--- src/rtl/counter_monitor_pkg.sv ---
// Shared types and helpers for counter observers: FSM states, step classes and
// a saturating increment for statistic counters up to 32 bits wide.
package counter_monitor_pkg;

  typedef enum logic {
    IDLE,
    TRACK
  } state_e;

  typedef enum logic [1:0] {
    STEP_UP,
    STEP_DOWN,
    STEP_INIT,
    STEP_ERR
  } step_e;

  localparam int unsigned SAT_MAX_W = 32;

  // Increment v, holding at the all-ones value of a w-bit counter (w <= 32).
  function automatic logic [31:0] sat_inc(input logic [31:0] v, input int unsigned w);
    logic [31:0] max_v;
    if (w >= SAT_MAX_W) max_v = '1;
    else                max_v = (32'd1 << w) - 32'd1;
    return (v >= max_v) ? v : v + 32'd1;
  endfunction

endpackage

--- src/rtl/counter_step_classifier.sv ---
// Combinational classification of one observed counter step (prev -> value),
// modulo 2^BITS, with UP > DOWN > INIT > ERR priority and a wrap flag.
module counter_step_classifier
  import counter_monitor_pkg::*;
#(
  parameter int unsigned BITS = 8
) (
  input  logic [BITS-1:0] i_prev,
  input  logic [BITS-1:0] i_value,
  output step_e           o_step,
  output logic            o_wrap
);

  logic [BITS-1:0] w_inc;
  logic [BITS-1:0] w_dec;

  assign w_inc = i_prev + 1'b1;
  assign w_dec = i_prev - 1'b1;

  // UP and DOWN win over INIT so 1->0 and max->0 keep their step meaning.
  always_comb begin
    o_step = STEP_ERR;
    o_wrap = 1'b0;
    if (i_value == w_inc) begin
      o_step = STEP_UP;
      o_wrap = &i_prev;
    end else if (i_value == w_dec) begin
      o_step = STEP_DOWN;
      o_wrap = ~|i_prev;
    end else if (i_value == '0) begin
      o_step = STEP_INIT;
    end
  end

endmodule

--- src/rtl/counter_monitor.sv ---
// Reader/checker for an up/down counter value stream. Optional wrap statistics
// are built only when COUNTER_MONITOR_WRAP_CNT_EN is defined (CNT_BITS <= 32).
module counter_monitor
  import counter_monitor_pkg::*;
#(
  parameter int unsigned BITS     = 8,
  parameter int unsigned CNT_BITS = 16
) (
  input  logic                i_clk,
  input  logic                i_rst,
  input  logic                i_clear,
  input  logic                i_valid,
  input  logic [BITS-1:0]     i_value,
  output logic                o_dir,
  output logic                o_init,
  output logic                o_wrap,
  output logic                o_err_sticky,
  output logic [CNT_BITS-1:0] o_err_cnt,
  output logic [CNT_BITS-1:0] o_wrap_cnt,
  output logic                o_err_valid,
  input  logic                i_err_ready,
  output logic [BITS-1:0]     o_err_prev,
  output logic [BITS-1:0]     o_err_value
);

  state_e              r_state;
  logic [BITS-1:0]     r_prev;
  logic                r_dir;
  logic                r_init;
  logic                r_wrap;
  logic                r_err_sticky;
  logic [CNT_BITS-1:0] r_err_cnt;
  logic                r_err_valid;
  logic [BITS-1:0]     r_err_prev;
  logic [BITS-1:0]     r_err_value;

  step_e w_step;
  logic  w_step_wrap;
  logic  w_classify;
  logic  w_is_err;
  logic  w_xfer;
  logic  w_load;

  counter_step_classifier #(
    .BITS (BITS)
  ) u_classifier (
    .i_prev  (r_prev),
    .i_value (i_value),
    .o_step  (w_step),
    .o_wrap  (w_step_wrap)
  );

  // Error record handshake: the record transfers on a cycle where
  // o_err_valid && i_err_ready; while valid && !ready the record is frozen and
  // further errors are counted but dropped. A load on a transfer cycle replaces it.
  assign w_classify = i_valid && !i_clear && (r_state == TRACK);
  assign w_is_err   = w_classify && (w_step == STEP_ERR);
  assign w_xfer     = r_err_valid && i_err_ready;
  assign w_load     = w_is_err && (!r_err_valid || i_err_ready);

  always_ff @(posedge i_clk) begin
    if (i_rst) begin
      r_state      <= IDLE;
      r_prev       <= '0;
      r_dir        <= 1'b0;
      r_init       <= 1'b0;
      r_wrap       <= 1'b0;
      r_err_sticky <= 1'b0;
      r_err_cnt    <= '0;
      r_err_valid  <= 1'b0;
      r_err_prev   <= '0;
      r_err_value  <= '0;
    end else begin
      r_init <= 1'b0;
      r_wrap <= 1'b0;

      // The pending record survives i_clear; only the handshake moves it.
      if (w_load) begin
        r_err_valid <= 1'b1;
        r_err_prev  <= r_prev;
        r_err_value <= i_value;
      end else if (w_xfer) begin
        r_err_valid <= 1'b0;
      end

      if (i_clear) begin
        r_state      <= IDLE;
        r_prev       <= '0;
        r_dir        <= 1'b0;
        r_err_sticky <= 1'b0;
        r_err_cnt    <= '0;
      end else if (i_valid) begin
        r_prev <= i_value;
        case (r_state)
          IDLE: r_state <= TRACK;
          TRACK: begin
            case (w_step)
              STEP_UP: begin
                r_dir  <= 1'b1;
                r_wrap <= w_step_wrap;
              end
              STEP_DOWN: begin
                r_dir  <= 1'b0;
                r_wrap <= w_step_wrap;
              end
              STEP_INIT: r_init <= 1'b1;
              default: begin
                r_err_sticky <= 1'b1;
                r_err_cnt    <= CNT_BITS'(sat_inc(32'(r_err_cnt), CNT_BITS));
              end
            endcase
          end
          default: r_state <= IDLE;
        endcase
      end
    end
  end

`ifdef COUNTER_MONITOR_WRAP_CNT_EN
  logic [CNT_BITS-1:0] r_wrap_cnt;

  always_ff @(posedge i_clk) begin
    if (i_rst || i_clear) begin
      r_wrap_cnt <= '0;
    end else if (w_classify && w_step_wrap) begin
      r_wrap_cnt <= CNT_BITS'(sat_inc(32'(r_wrap_cnt), CNT_BITS));
    end
  end

  assign o_wrap_cnt = r_wrap_cnt;
`else
  assign o_wrap_cnt = '0;
`endif

  assign o_dir        = r_dir;
  assign o_init       = r_init;
  assign o_wrap       = r_wrap;
  assign o_err_sticky = r_err_sticky;
  assign o_err_cnt    = r_err_cnt;
  assign o_err_valid  = r_err_valid;
  assign o_err_prev   = r_err_prev;
  assign o_err_value  = r_err_value;

endmodule

--- config.mk ---
export PLATFORM = sky130hd
export DESIGN_NAME = counter_monitor
export DESIGN_NICKNAME = d
export VERILOG_FILES = /design/src/rtl/counter_monitor_pkg.sv /design/src/rtl/counter_step_classifier.sv /design/src/rtl/counter_monitor.sv
export SDC_FILE = /design/constraint.sdc
export NUM_CORES = 1
export LEC_CHECK = 0
export BUFFER_PORTS_ARGS = -buffer_cell sky130_fd_sc_hd__buf_2
export CAP_MARGIN = 20
export CORE_UTILIZATION = 45
export CTS_CLUSTER_SIZE = 40
export DETAILED_ROUTE_END_ITERATION = 10
export HOLD_SLACK_MARGIN = 0.06
export PLACE_DENSITY = 0.77
export SLEW_MARGIN = 20
export SYNTH_ARGS = -nofsm -noshare
export SYNTH_HDL_FRONTEND = slang
export SYNTH_SLANG_ARGS = --single-unit
--- constraint.sdc ---
create_clock -name i_clk -period 2.7 [get_ports i_clk]
set_input_delay 0.405 -clock i_clk [delete_from_list [all_inputs] [get_ports i_clk]]
set_output_delay 0.405 -clock i_clk [all_outputs]
set_load 0.05 [all_outputs]
### Yosys cells after proc, flatten, opt, wreduce, memory -nomap -nowiden

Index checks and enable logic that the tools add are counted.

| operators by class | value |
|---|---|
| add/sub/neg operators | 3 |
| reduce and logical (&&, ||, !) cells | 23 |
| bitwise gates (word level) | 5 |
| magnitude comparators | 1 |
| equality and inequality tests | 5 |
| multiplexer cells | 14 |

Operators by type and width:

| kind | count |
|---|---|
| $mux 32 | 5 |
| $ge 16x32->1 | 1 |
| $add 16x1->16 const B | 1 |
| $eq 8x8->1 | 2 |
| $add 8x1->8 const B | 1 |
| $logic_not 8->1 | 1 |
| $reduce_and 8->1 | 1 |
| $reduce_or 8->1 | 1 |
| $sub 8x1->8 const B | 1 |
| $mux 1 | 6 |
| $reduce_and 3->1 | 2 |
| $logic_and 1x1->1 | 5 |
| $not 1->1 | 5 |
| $reduce_or 5->1 | 1 |
| $eq 2x2->1 const B | 2 |
| $mux 2 | 2 |
| $reduce_and 4->1 | 1 |
| $reduce_bool 2->1 | 2 |
| $reduce_or 2->1 | 2 |
| $reduce_or 4->1 | 1 |
| $logic_not 1->1 | 3 |
| $reduce_or 3->1 | 1 |
| $eq 2x1->1 const B | 1 |
| $logic_not 2->1 | 1 |
| other kinds (2) | 2 |

| storage, ports and cells | value |
|---|---|
| input bits | 13 |
| register bits | 46 |
| word-level logic and storage cells | 61 |

### Depth between registers and ports, before layout

Gate-level depths: netlist of run 1.

| depth | value |
|---|---|
| word-level depth | 14 |
| mapped depth | 13 |
| gate-level depth less buffers | 9 |

### Cells and area by module

A second synthesis of run 1 with hierarchy kept.

| second synthesis, totals | value |
|---|---|
| cells, all modules | 297 |
| area, all modules | 2632.5 sq um |

By module, submodules not included:

| module | times used | cells each | area each (sq um) |
|---|---|---|---|
| counter_monitor | 1 | 221 | 2100.8 |
| counter_step_classifier | 1 | 76 | 531.8 |

### Least setup slack after synthesis of run 1

No wires, ideal clock.

| timing path | value |
|---|---|
| path kind | register to register |
| start point | register r_prev[0] |
| end point | register r_err_prev[0], in the netlist o_err_prev[0] |
| setup slack | 0.240 ns |
| arrival time | 2.389 ns |
| cell stages (with the launch flop) | 14 |
| path through | dfxtp_1 buf_2 inv_1 ha_1 clkbuf_1 xnor2_1 a21o_1 o21ai_0 and3_1 or2_4 nor4b_4 buf_6 buf_12 mux2i_1 |

| on the way | value |
|---|---|
| longest elaborated chain between the ends | 7 |
| elaborated cells between the ends (all ways) | 9 |
| those cells by class | add/sub (2); eq/ne (3); mux (2); reduce/logical (2) |

Ends and longest elaborated chain:

| item | line | text |
|---|---|---|
| start, declared | counter_monitor.sv:27 | `logic [BITS-1:0] r_prev;` |
| start signal, assigned | counter_monitor.sv:93 | `r_prev <= i_value;` |
| $sub 8x1->8 | counter_step_classifier.sv:18 | `assign w_dec = i_prev - 1'b1;` |
| $eq 8x8->1 | counter_step_classifier.sv:27 | `end else if (i_value == w_dec) begin` |
| $mux 2 | counter_step_classifier.sv:27 |  |
| $mux 2 | counter_step_classifier.sv:24 | `if (i_value == w_inc) begin` |
| $eq 2x2->1 | counter_monitor.sv:57 | `assign w_is_err = w_classify && (w_step == STEP_ERR);` |
| $logic_and 1x1->1 | counter_monitor.sv:57 |  |
| $logic_and 1x1->1 | counter_monitor.sv:59 | `assign w_load = w_is_err && (!r_err_valid \|\| i_err_ready);` |
| end signal, assigned | counter_monitor.sv:80 | `r_err_prev <= r_prev;` |
| end, declared | counter_monitor.sv:34 | `logic [BITS-1:0] r_err_prev;` |

Several ways; a longest one is shown, not always the timed one.
A chain may end at the register's enable or synchronous reset.

### Worst setup path in the final report of run 1

| timing path | value |
|---|---|
| start point | register r_prev[5] |
| end point | register r_err_value[5], in the netlist o_err_value[5] |

| on the way | value |
|---|---|
| longest elaborated chain between the ends | 7 |
| elaborated cells between the ends (all ways) | 9 |
| those cells by class | add/sub (2); eq/ne (3); mux (2); reduce/logical (2) |

Ends and longest elaborated chain:

| item | line | text |
|---|---|---|
| $sub 8x1->8 | counter_step_classifier.sv:18 |  |
| $eq 8x8->1 | counter_step_classifier.sv:27 |  |
| $mux 2 | counter_step_classifier.sv:27 |  |
| $mux 2 * | counter_step_classifier.sv:24 |  |
| $eq 2x2->1 * | counter_monitor.sv:57 |  |
| $logic_and 1x1->1 * | counter_monitor.sv:57 |  |
| $logic_and 1x1->1 * | counter_monitor.sv:59 |  |
| end signal, assigned | counter_monitor.sv:81 | `r_err_value <= i_value;` |
| end, declared | counter_monitor.sv:35 | `logic [BITS-1:0] r_err_value;` |

Every way passes the cells marked *; elsewhere a longest branch is shown, timed or not.

==> results of run 1 <==
[worst reg2reg max path: stages (launching register included)]
cell	delay, ps
dfxtp_1	540
inv_1	170
a2111oi_2	320
o31ai_1	130
and3_2	220
or2_4	290
nor4b_4	330
buf_12	210
mux2i_1	210
[state kept, by name, indices dropped and copies added (netlist names)]
| signal | count |
|---|---|
| o_err_cnt | 16 |
| o_err_prev | 8 |
| o_err_value | 8 |
| r_prev | 8 |
| o_dir | 1 |
| o_err_sticky | 1 |
| o_err_valid | 1 |
| o_init | 1 |
| o_wrap | 1 |
| r_state | 1 |
[stage by stage]
step           power [mW]  utilization, %  std cells
2_1_floorplan      0.8862               -        327
3_3_place_gp       0.8993           51.32        416
3_5_place_dp       0.9033           51.32        416
4_1_cts             1.419           53.34        424
5_1_grt             1.464           53.38        424
6_report            1.409           53.38        424
[cell usage after synthesis (all sizes together) (2+ instances only)]
cell type  count  share of area, %
a21oi         10               1.8
a31oi          3              0.69
and2           4              0.92
and3           5               1.2
and4           2              0.65
buf           27               7.8
clkbuf         9               1.2
dfxtp         46                34
ha             3               1.4
inv            3              0.42
mux2i         27                10
nand2         19               2.6
nand2b        33               7.6
nand3         11               2.0
nand4          9               2.1
nor2          17               2.4
nor3           6               1.3
nor3b          2              0.55
nor4           5               1.2
o21a           4               1.1
o21ai         11               2.0
o311ai         2              0.92
o31ai          2              0.55
or2            2              0.55
or3           17               4.0
xnor2         11               3.6
xor2           6               1.9
[worst paths after layout]
kind / startpoint / end / slack (ps) / depth (start not counted)
min: i_value[4] / r_prev[4] / 400 / 3
max reg2reg: r_prev[5] / o_err_value[5] / 210 / 8
min reg2reg: o_err_prev[5] / o_err_prev[5] / 470 / 2
max: r_prev[5] / o_err_value[5] / 210 / 8
[power by group]
| group | total (mW) | internal, mW | switching [mW] |
|---|---|---|---|
| logic | 0.193 | 0.0588 | 0.134 |
| registers | 0.696 | 0.686 | 0.0109 |
| clock network | 0.519 | 0.275 | 0.244 |
| total | 1.41 | 1.02 | 0.389 |
[area by class of cell]
class / count / area [um2]
Clock buffer: 5 / 68.82
Multi-Input combinational cell: 242 / 1585
Fill cell: 511 / 2630
Timing Repair Buffer: 53 / 287.8
Clock inverter: 3 / 45.04
Inverter: 3 / 11.26
Tap cell: 72 / 90.09
Sequential cell: 46 / 923.4
[timing repair]
action | 4_1_cts | 5_1_grt
gates resized for setup | 0 | 2
endpoints found under the setup margin | 0 | 2
buffers inserted | 0 | 0
hold buffers | 0 | 0
hold endpoints to repair | 0 | 0
[cells by family after synthesis]
group / Yosys count / share of synthesized area (%)
buf+inv: 39 / 9.477
fa+ha+maj: 3 / 1.387
simple gates: 138 / 29.36
xor+xnor: 17 / 5.502
mux: 27 / 9.986
compound gates: 41 / 10.13
flops: 46 / 34.03
other cells: 1 / 0.1386
[metal layers]
| layer | track usage, % | wire, um | part of all wire (%) | vias up |
|---|---|---|---|---|
| li1 | - | - | - | 1136 |
| met1 | 25.65 | 2710 | 47 | 1057 |
| met2 | 29.23 | 2628 | 46 | 65 |
| met3 | 3.886 | 300 | 5.2 | 10 |
| met4 | 8.909 | 111 | 1.9 | 0 |
| met5 | 0 | 0 | 0 | - |
==> qor.yml, run 1 <==
yosys:
  synth_area_um2: 2706
  yosysSeqAreaShare_pct: 34.03
  ys_ff_latch: 46
  synth_cells: 312
  synth_warnings: 0
  avgSynthCellArea_um2: 8.674
  ys_types: 52
  synthArstFlopShare_pct: 0
  synthFlopType: "dfxtp_1"
  synth_edf_count: 0
sta:
  finalSetupViolations: 0
  worst_slack_ps: 205.9
  hold_violations: 0
  worst_pin_slew_ps: 591.4
  timing.fmax_ghz: 0.4009
  clock_skew_ps: 8.711
  min_period_over_period_pct: 92.37
  min_period_ps: 2494
  slew_violations: 0
  grt_setup_unrepaired: "false"
  tns_ps: 0
  hold_ws_ps: 395.1
  maxSlewHeadroom_pct: 60.43
route:
  drc: 0
  drtIter0Drc: 159
  ant_nets: 0
  post_drt_wl_per_cell_um: 13.56
  drt_pass1_iterations: 4
  vias: 2268
  wl_um: 5751
  avgViaCountPerCell: 5.349
cts:
  clock_sinks: 46
  cts_tree: "built"
  clock_latency_ps: 310
  cts_buffers: 5
  clk_pin_slew_ps: 80
  root_buffer: "clkbuf_8"
  clock_path_buffers: 2
  htreeDepth: 2
cells_and_area:
  layout_commonest_cell: "buf_2"
  drive_above_1_share_pct: 20.74
  antenna_cells: 0
  layout.nets: 367
  layout_common_cells: "buf_2, dfxtp_1, nand2b_1"
  area_growth_pct: 11.28
  postLayoutCellArea_um2: 3012
placed_design:
  port_buffers: 49
  place.detailed.hpwl_um: 4184
  placed_area_um2: 2895
  dp_slack_ps: 200.5
  place.gp.congestion: 0.8716
job:
  max_cap_viol_count: 0
power_and_ir_drop:
  p_leak_nw: 1.197
  ir_drop_mv: 0.2321
  power_density_nw_per_um2: 467.8
setup_path:
  endpoint_kind: "flip-flop"
  critPathMaxFanout: 16
  worstPathArrival_ps: 2720
  cp-start-kind: "flip-flop"
  worst-path-buf-inv: 2
  path_cells: "inv_1 -> a2111oi_2 -> o31ai_1 -> and3_2 -> or2_4 -> nor4b_4 -> buf_12 -> mux2i_1"
  worstPathRequired_ps: 2930
  critical_path.top_delay_family: "simple AND/OR/NAND/NOR gates"
  path_class: "reg2reg"
  crit_slowest_cell: "dfxtp_1"
  max_stage_delay_ps: 540
global_route:
  grt_pass1_vias: 1973
  grt_max_degree: 40
  grtUsageTotal_pct: 19.14
  grt_overflow: 0
  grt_antenna_before_repair: 0
  grt_first_pass_wirelength_um: 9432
floorplan:
  start_util_pct: 47.97
  rows: 27
  fp.coreArea_um2: 5642
  die_h_um: 79.55
  dieArea_um2: 6328
  num_io_pins: 66
  die_w_um: 79.55
run_status:
  status: "completed"
worst_hold_path:
  hp-class: "in2reg"
(Power assumes the default switching activity.)
==> run 2, diff against run 1 <==
--- a/config.mk
+++ b/config.mk
@@ -5,13 +5,14 @@
 export SDC_FILE = /design/constraint.sdc
 export NUM_CORES = 1
 export LEC_CHECK = 0
+export ABC_AREA = 1
 export BUFFER_PORTS_ARGS = -buffer_cell sky130_fd_sc_hd__buf_2
 export CAP_MARGIN = 20
 export CORE_UTILIZATION = 45
 export CTS_CLUSTER_SIZE = 40
 export DETAILED_ROUTE_END_ITERATION = 10
 export HOLD_SLACK_MARGIN = 0.06
-export PLACE_DENSITY = 0.77
+export PLACE_DENSITY_LB_ADDON = 0.15
 export SLEW_MARGIN = 20
 export SYNTH_ARGS = -nofsm -noshare
 export SYNTH_HDL_FRONTEND = slang
==> run 2 against run 1 <==
Against the previous run: sequential power is 1% higher; register-to-register slack better by 100 ps; critical endpoint is now o_err_prev[0]; largest power group unchanged; area after synthesis is 8.4% higher; synthesized cell count is 40% higher; power is 6.4% higher.
==> qor.yml, run 2 <==
run_status:
  status: "completed"
cells_and_area:
  layout_common_cells: "nand2_1, nor2_1, buf_2"
  antenna_cells: 0  # unchanged
  layout.nets: 495  # +35%
  area_growth_pct: 10.23
  drive_above_1_share_pct: 21.04  # +0.30 points
  largest_reg_flops: 16  # unchanged
  layout_commonest_cell: "nand2_1"
  postLayoutCellArea_um2: 3234  # +7.4%
cts:
  cts_tree: "built"
  cts_buffers: 5  # unchanged
  clk_pin_slew_ps: 100  # +20 ps
  cts_resized: 0  # unchanged
  holdBufCountCts: 0  # unchanged
  clock_latency_ps: 310  # about the same
  htreeDepth: 2  # unchanged
  postCtsSetupBuffers: 0  # unchanged
  clock_path_buffers: 2  # unchanged
  clock_sinks: 46  # unchanged
  root_buffer: "clkbuf_8"
global_route:
  grt_max_degree: 19  # -53%
  grtUsageMet2_pct: 35.33  # +6.1 points
  met1_usage_pct: 29.15  # +3.5 points
  grt_pass1_vias: 2362  # +20%
  top_usage_layer: "met2"
  use_met3_pct: 4.066  # +0.18 points
  grt_first_pass_wirelength_um: 11250  # +19%
  grt_antenna_before_repair: 0  # unchanged
  grtUsageTotal_pct: 21.93  # +2.8 points
  grt_overflow: 0  # unchanged
route:
  avgViaCountPerCell: 4.987  # -6.8%
  drt_pass1_iterations: 4  # unchanged
  post_drt_wl_per_cell_um: 12.40  # -8.6%
  vias: 2778  # +22%
  drc: 0  # unchanged
  wl_um: 6905  # +20%
  drtIter0Drc: 124  # -22%
  ant_nets: 0  # unchanged
setup_path:
  path_class: "reg2reg"
  endpoint_kind: "flip-flop"
  worstPathArrival_ps: 2610  # -110 ps
  cp-start-kind: "flip-flop"
  reg2reg_from: "r_prev[0]"
  startpoint: "r_prev[0]"
  critPathMaxFanout: 17  # +1
  worstPathRequired_ps: 2920  # about the same
yosys:
  yosysMostFrequentCell: "nand2_1"
  synthFlopType: "dfxtp_1"
  ys_ff_latch: 46  # unchanged
  avgSynthCellArea_um2: 6.714  # -23%
  synth_area_um2: 2934  # +8.4%
  synth_cells: 437  # +40%
  yosys-top-cells-area: "dfxtp_1, nand2_1, nor2_1"
  synth_warnings: 0  # unchanged
  synth_edf_count: 0  # unchanged
  synth_area_leader_cell: "dfxtp_1"
  ys_types: 34  # -35%
  synth_common_cells: "nand2_1, nor2_1, dfxtp_1"
  yosysSeqAreaShare_pct: 31.39  # -2.6 points
  yosysTopAreaCellShare_pct: 31.39  # -2.6 points
  synthArstFlopShare_pct: 0  # unchanged
placed_design:
  place.detailed.hpwl_um: 5246  # +25%
  port_buffers: 49  # unchanged
  dp_slack_ps: 317.0  # +116.6 ps
  place.gp.congestion: 0.8948  # +2.7%
  placed_area_um2: 3117  # +7.6%
power_and_ir_drop:
  power_density_nw_per_um2: 463.5  # -0.92%
  p_leak_nw: 1.509  # +26%
  ir_drop_mv: 0.2171  # -6.5%
  total_power_mw: 1.499  # +6.4%
sta:
  hold_violations: 0  # unchanged
  timing.fmax_ghz: 0.4185  # +4.4%
  worst_slack_ps: 310.7  # +104.8 ps
  clock_skew_ps: 8.779  # +0.06758 ps
  hold_ws_ps: 268.8  # -126.3 ps
  worst_pin_slew_ps: 667.7  # +76.32 ps
  grt_setup_unrepaired: "false"
  finalSetupViolations: 0  # unchanged
  min_period_ps: 2389  # -104.8 ps
  tns_ps: 0  # unchanged
  min_period_over_period_pct: 88.49  # -3.9 points
  slew_violations: 0  # unchanged
  maxSlewHeadroom_pct: 55.44  # -5.0 points
job:
  max_cap_viol_count: 0  # unchanged
worst_hold_path:
  hp-class: "in2reg"
  hold_start: "i_rst"
floorplan:
  start_util_pct: 46.47  # -1.5 points
  fp.coreArea_um2: 6314  # +12%
  die_w_um: 82.75  # +4.0%
  rows: 29  # +7.4%
  die_h_um: 82.75  # +4.0%
  num_io_pins: 66  # unchanged
  dieArea_um2: 6847  # +8.2%
==> run 2: worst max-delay path: stages (launching register included) <==
cell	delay (ps)
dfxtp_1	500
inv_2	120
ha_1	310
inv_1	40
nand2_1	50
nand2_1	60
nand2_1	60
nor2_1	40
nand3_1	60
nor2_1	40
nand2_1	140
nand2_4	100
nor2_8	220
buf_4	270
nand4_1	140
nand2_1	90
nor2_1	40
==> run 2: logic make-up after synthesis <==
kind of cell	count (synthesis)	share of synthesized area, %
AO/OA/AOI/OAI	42	8.784
XOR/XNOR	13	3.881
adder cells (fa/ha/maj)	3	1.279
buffers and inverters	76	13.73
flip-flops	46	31.39
other	1	0.1278
AND/OR/NAND/NOR	256	40.81
==> run 2: final cells by class <==
cell class / count / area, um2
Fill cell: 665 / 3079
Multi-Input combinational cell: 330 / 1667
Sequential cell: 46 / 920.9
Timing Repair Buffer: 52 / 267.8
Inverter: 44 / 165.2
Tap cell: 77 / 96.34
Clock buffer: 5 / 68.82
Clock inverter: 3 / 48.80
==> run 2: final timing paths <==
path,slack [ps],depth (start not counted),endpoint
setup / recovery,310,16,o_err_prev[0]
hold / removal,270,2,o_err_valid
setup reg to reg,310,16,o_err_prev[0]
hold reg to reg,490,2,o_err_prev[4]
==> run 2: routing by layer <==
metal,vias to the layer above,wire length [um]
met1,1239,3223
met4,0,115
met5,-,0
met3,10,388
li1,1448,-
met2,81,3178
==> run 2: metrics by stage <==
stage | cells | util [%]
final | 557 | 51.23
after global routing | 557 | 51.23
after CTS | 557 | 51.23
after detailed placement | 549 | 49.37
after global placement | 549 | 49.37
after floorplan | 452 | -
==> run 2: report_power, final <==
| group | switching [mW] | internal (mW) |
|---|---|---|
| logic | 0.187 | 0.0569 |
| clock network | 0.267 | 0.282 |
| registers | 0.0145 | 0.691 |
| total | 0.469 | 1.03 |
==> run 3, diff against run 2 <==
==> constraint.sdc (replaced) <==
create_clock -name i_clk -period 2.1 [get_ports i_clk]
set_input_delay 0.315 -clock i_clk [delete_from_list [all_inputs] [get_ports i_clk]]
set_output_delay 0.315 -clock i_clk [all_outputs]
set_load 0.05 [all_outputs]
==> run 3 against run 2 <==
Against the previous run: the run now ends with DRC left; routed wire length rose by 6.9%; global-route usage rose by 0.19 points; final cell count rose by 3.9%; sequential power rose by 28%; non-clock buffer count rose by 22; register-to-register slack got worse by 190 ps; critical endpoint is now o_err_cnt[12]; largest cell class unchanged.
==> qor.yml, run 3 (synthesis results as in run 2) <==
setup_path:
  rr_worst_depth: 15  # -1
  worst-path-buf-inv: 3  # unchanged
  critical_path.top_delay_family: "simple AND/OR/NAND/NOR gates"
  r2r-end: "o_err_cnt[12]"
  max_stage_delay_ps: 390  # -110 ps
  critPathMaxFanout: 16  # -1
  crit_slowest_cell: "dfxtp_4"
  reg2reg_from: "r_prev[0]"
  path_cells: "inv_4 -> ha_4 -> inv_2 -> nand2_2 -> nand2_1 -> nor2_1 -> nand3_1 -> nor2_2 -> nand3_4 -> nand2_4 -> nor2_8 -> nand2_8 -> buf_4 -> nand2_2 -> a21oi_2"
  endpoint_kind: "flip-flop"
  rrSetupSlack_ps: 120  # -190 ps
  worstPathArrival_ps: 2210  # -400 ps
  worstPathRequired_ps: 2330  # -590 ps
  cp-start-kind: "flip-flop"
  path_common_cell: "nand2_2"
  startpoint: "r_prev[0]"
  path_class: "reg2reg"
placed_design:
  dp.cells: 563  # +2.6%
  place.gp.congestion: 0.8682  # -3.0%
  place.detailed.hpwl_um: 5457  # +4.0%
  port_buffers: 49  # unchanged
  placed_area_um2: 3249  # +4.3%
  dp_slack_ps: -30.80  # -347.8 ps
power_and_ir_drop:
  p_leak_nw: 1.635  # +8.4%
  ir_drop_mv: 0.3258  # +50%
  power_density_nw_per_um2: 555.5  # +20%
cts:
  cts_buffers: 5  # unchanged
  clock_sinks: 46  # unchanged
  root_buffer: "clkbuf_8"
  clock_latency_ps: 300  # about the same
  holdBufCountCts: 0  # unchanged
  cts_tree: "built"
  htreeDepth: 2  # unchanged
  clock_path_buffers: 2  # unchanged
  clk_pin_slew_ps: 100  # about the same
cells_and_area:
  postLayoutCellArea_um2: 3493  # +8.0%
  layout_commonest_cell: "nand2_1"
  nFillCells: 665  # unchanged
  multiInputGateArea_um2: 1702  # +2.1%
  area_growth_pct: 19.06
  antenna_cells: 0  # unchanged
  layout_common_cells: "nand2_1, nor2_1, buf_2"
  layout.nets: 517  # +4.4%
  fin_cells: 579  # +3.9%
  largest_reg_flops: 16  # unchanged
  register_area_um2: 933.4  # +1.4%
  drive_above_1_share_pct: 27.09  # +6.0 points
global_route:
  grt_first_pass_wirelength_um: 11500  # +2.2%
  grt_pass1_vias: 2429  # +2.8%
  grt_overflow: 0  # unchanged
  grt_max_degree: 27  # +8
  grtUsageTotal_pct: 22.12  # +0.19 points
  grt_antenna_before_repair: 0  # unchanged
sta:
  worst_slack_ps: 117.8  # -193.0 ps
  slew_violations: 0  # unchanged
  hold_ws_ps: 189.5  # -79.32 ps
  min_period_ps: 1982  # -407.0 ps
  timing.fmax_ghz: 0.5045  # +21%
  maxSlewHeadroom_pct: 53.54  # -1.9 points
  clock_skew_ps: 12.19  # +3.413 ps
  min_period_over_period_pct: 94.39  # +5.9 points
  finalSetupViolations: 0  # unchanged
  worst_pin_slew_ps: 696.1  # +28.39 ps
  hold_violations: 0  # unchanged
run_status:
  violations: "DRC"
  status: "finished with violations"
job:
  max_cap_viol_count: 0  # unchanged
floorplan:
  die_w_um: 82.75  # unchanged
  num_io_pins: 66  # unchanged
  start_util_pct: 46.47  # unchanged
  rows: 29  # unchanged
  fp.coreArea_um2: 6314  # unchanged
  dieArea_um2: 6847  # unchanged
  die_h_um: 82.75  # unchanged
worst_hold_path:
  hold_start: "i_rst"
  hold_end: "o_err_valid"
  whs_path_depth: 2  # unchanged
  hp-class: "in2reg"
route:
  drtIter0Drc: 173  # +40%
  drc: 2  # +2
  ant_nets: 0  # unchanged
  vias: 2923  # +5.2%
  post_drt_wl_per_cell_um: 12.75  # +2.8%
  wl_um: 7380  # +6.9%
  avgViaCountPerCell: 5.048  # +1.2%
  drt_pass1_iterations: 8  # +4
[run 3: cell types whose count changed in the layout (fill, tap and decap cells not counted), sizes merged]
cell and change:
clkbuf +1, clkinv +1, clkinvlp -1, buf +21
[run 3: how the worst max path moves through the flow]
stage / endpoint / cells after the start
floorplan: o_err_cnt[11] / 8
global placement: o_err_cnt[1] / 14
detailed placement: o_err_cnt[0] / 14
CTS: o_err_cnt[0] / 16
global route: o_err_cnt[12] / 15
finish: o_err_cnt[12] / 15
[run 3: through the flow]
stage | setup TNS [ps] | util (%) | power, mW
floorplan | 0 | - | 1.207
global placement | 0 | 51.47 | 1.255
detailed placement | -36.37 | 51.47 | 1.257
CTS | 0 | 53.39 | 1.943
global route | -6.941 | 55.33 | 2.033
finish | 0 | 55.33 | 1.940
[run 3: power breakdown]
group | leakage [nW] | internal, mW | total [mW] | switching (mW)
clock network | 0.0585 | 0.357 | 0.686 | 0.328
registers | 0.376 | 0.887 | 0.904 | 0.0171
logic | 1.20 | 0.0966 | 0.350 | 0.254
[run 3: what timing repair did]
item	4_1_cts	5_1_grt
buffers inserted	0	7
gates cloned	0	1
resized for setup	1	16
pin swaps	0	7
endpoints found under the setup margin	2	33
[run 3: final cells by class]
class / count / share of cell area (%)
multi-input cells: 330 / 48.71
flip-flops and latches: 46 / 26.72
repair buffers: 74 / 13.72
inverters: 44 / 4.871
well taps: 77 / 2.758
clock buffers: 5 / 1.970
clock inverters: 3 / 1.254
[run 3: metal layers]
layer / vias to the layer above / wire length, um / share of wire [%] / global-route usage, %
met2: 77 / 3444 / 47 / 36.89
met4: 0 / 126 / 1.7 / 6.207
met1: 1340 / 3462 / 47 / 29.34
li1: 1496 / - / - / -
met3: 10 / 347 / 4.7 / 3.407
met5: - / 0 / 0 / 0
[run 3: worst register-to-register path, delay by kind of cell, from the launching register on]
family	cells	cell delay [ps]
AO/OA/AOI/OAI	1	100
adder cells (fa/ha/maj)	1	260
AND/OR/NAND/NOR	10	950
buffers and inverters	3	220
flip-flops	1	390
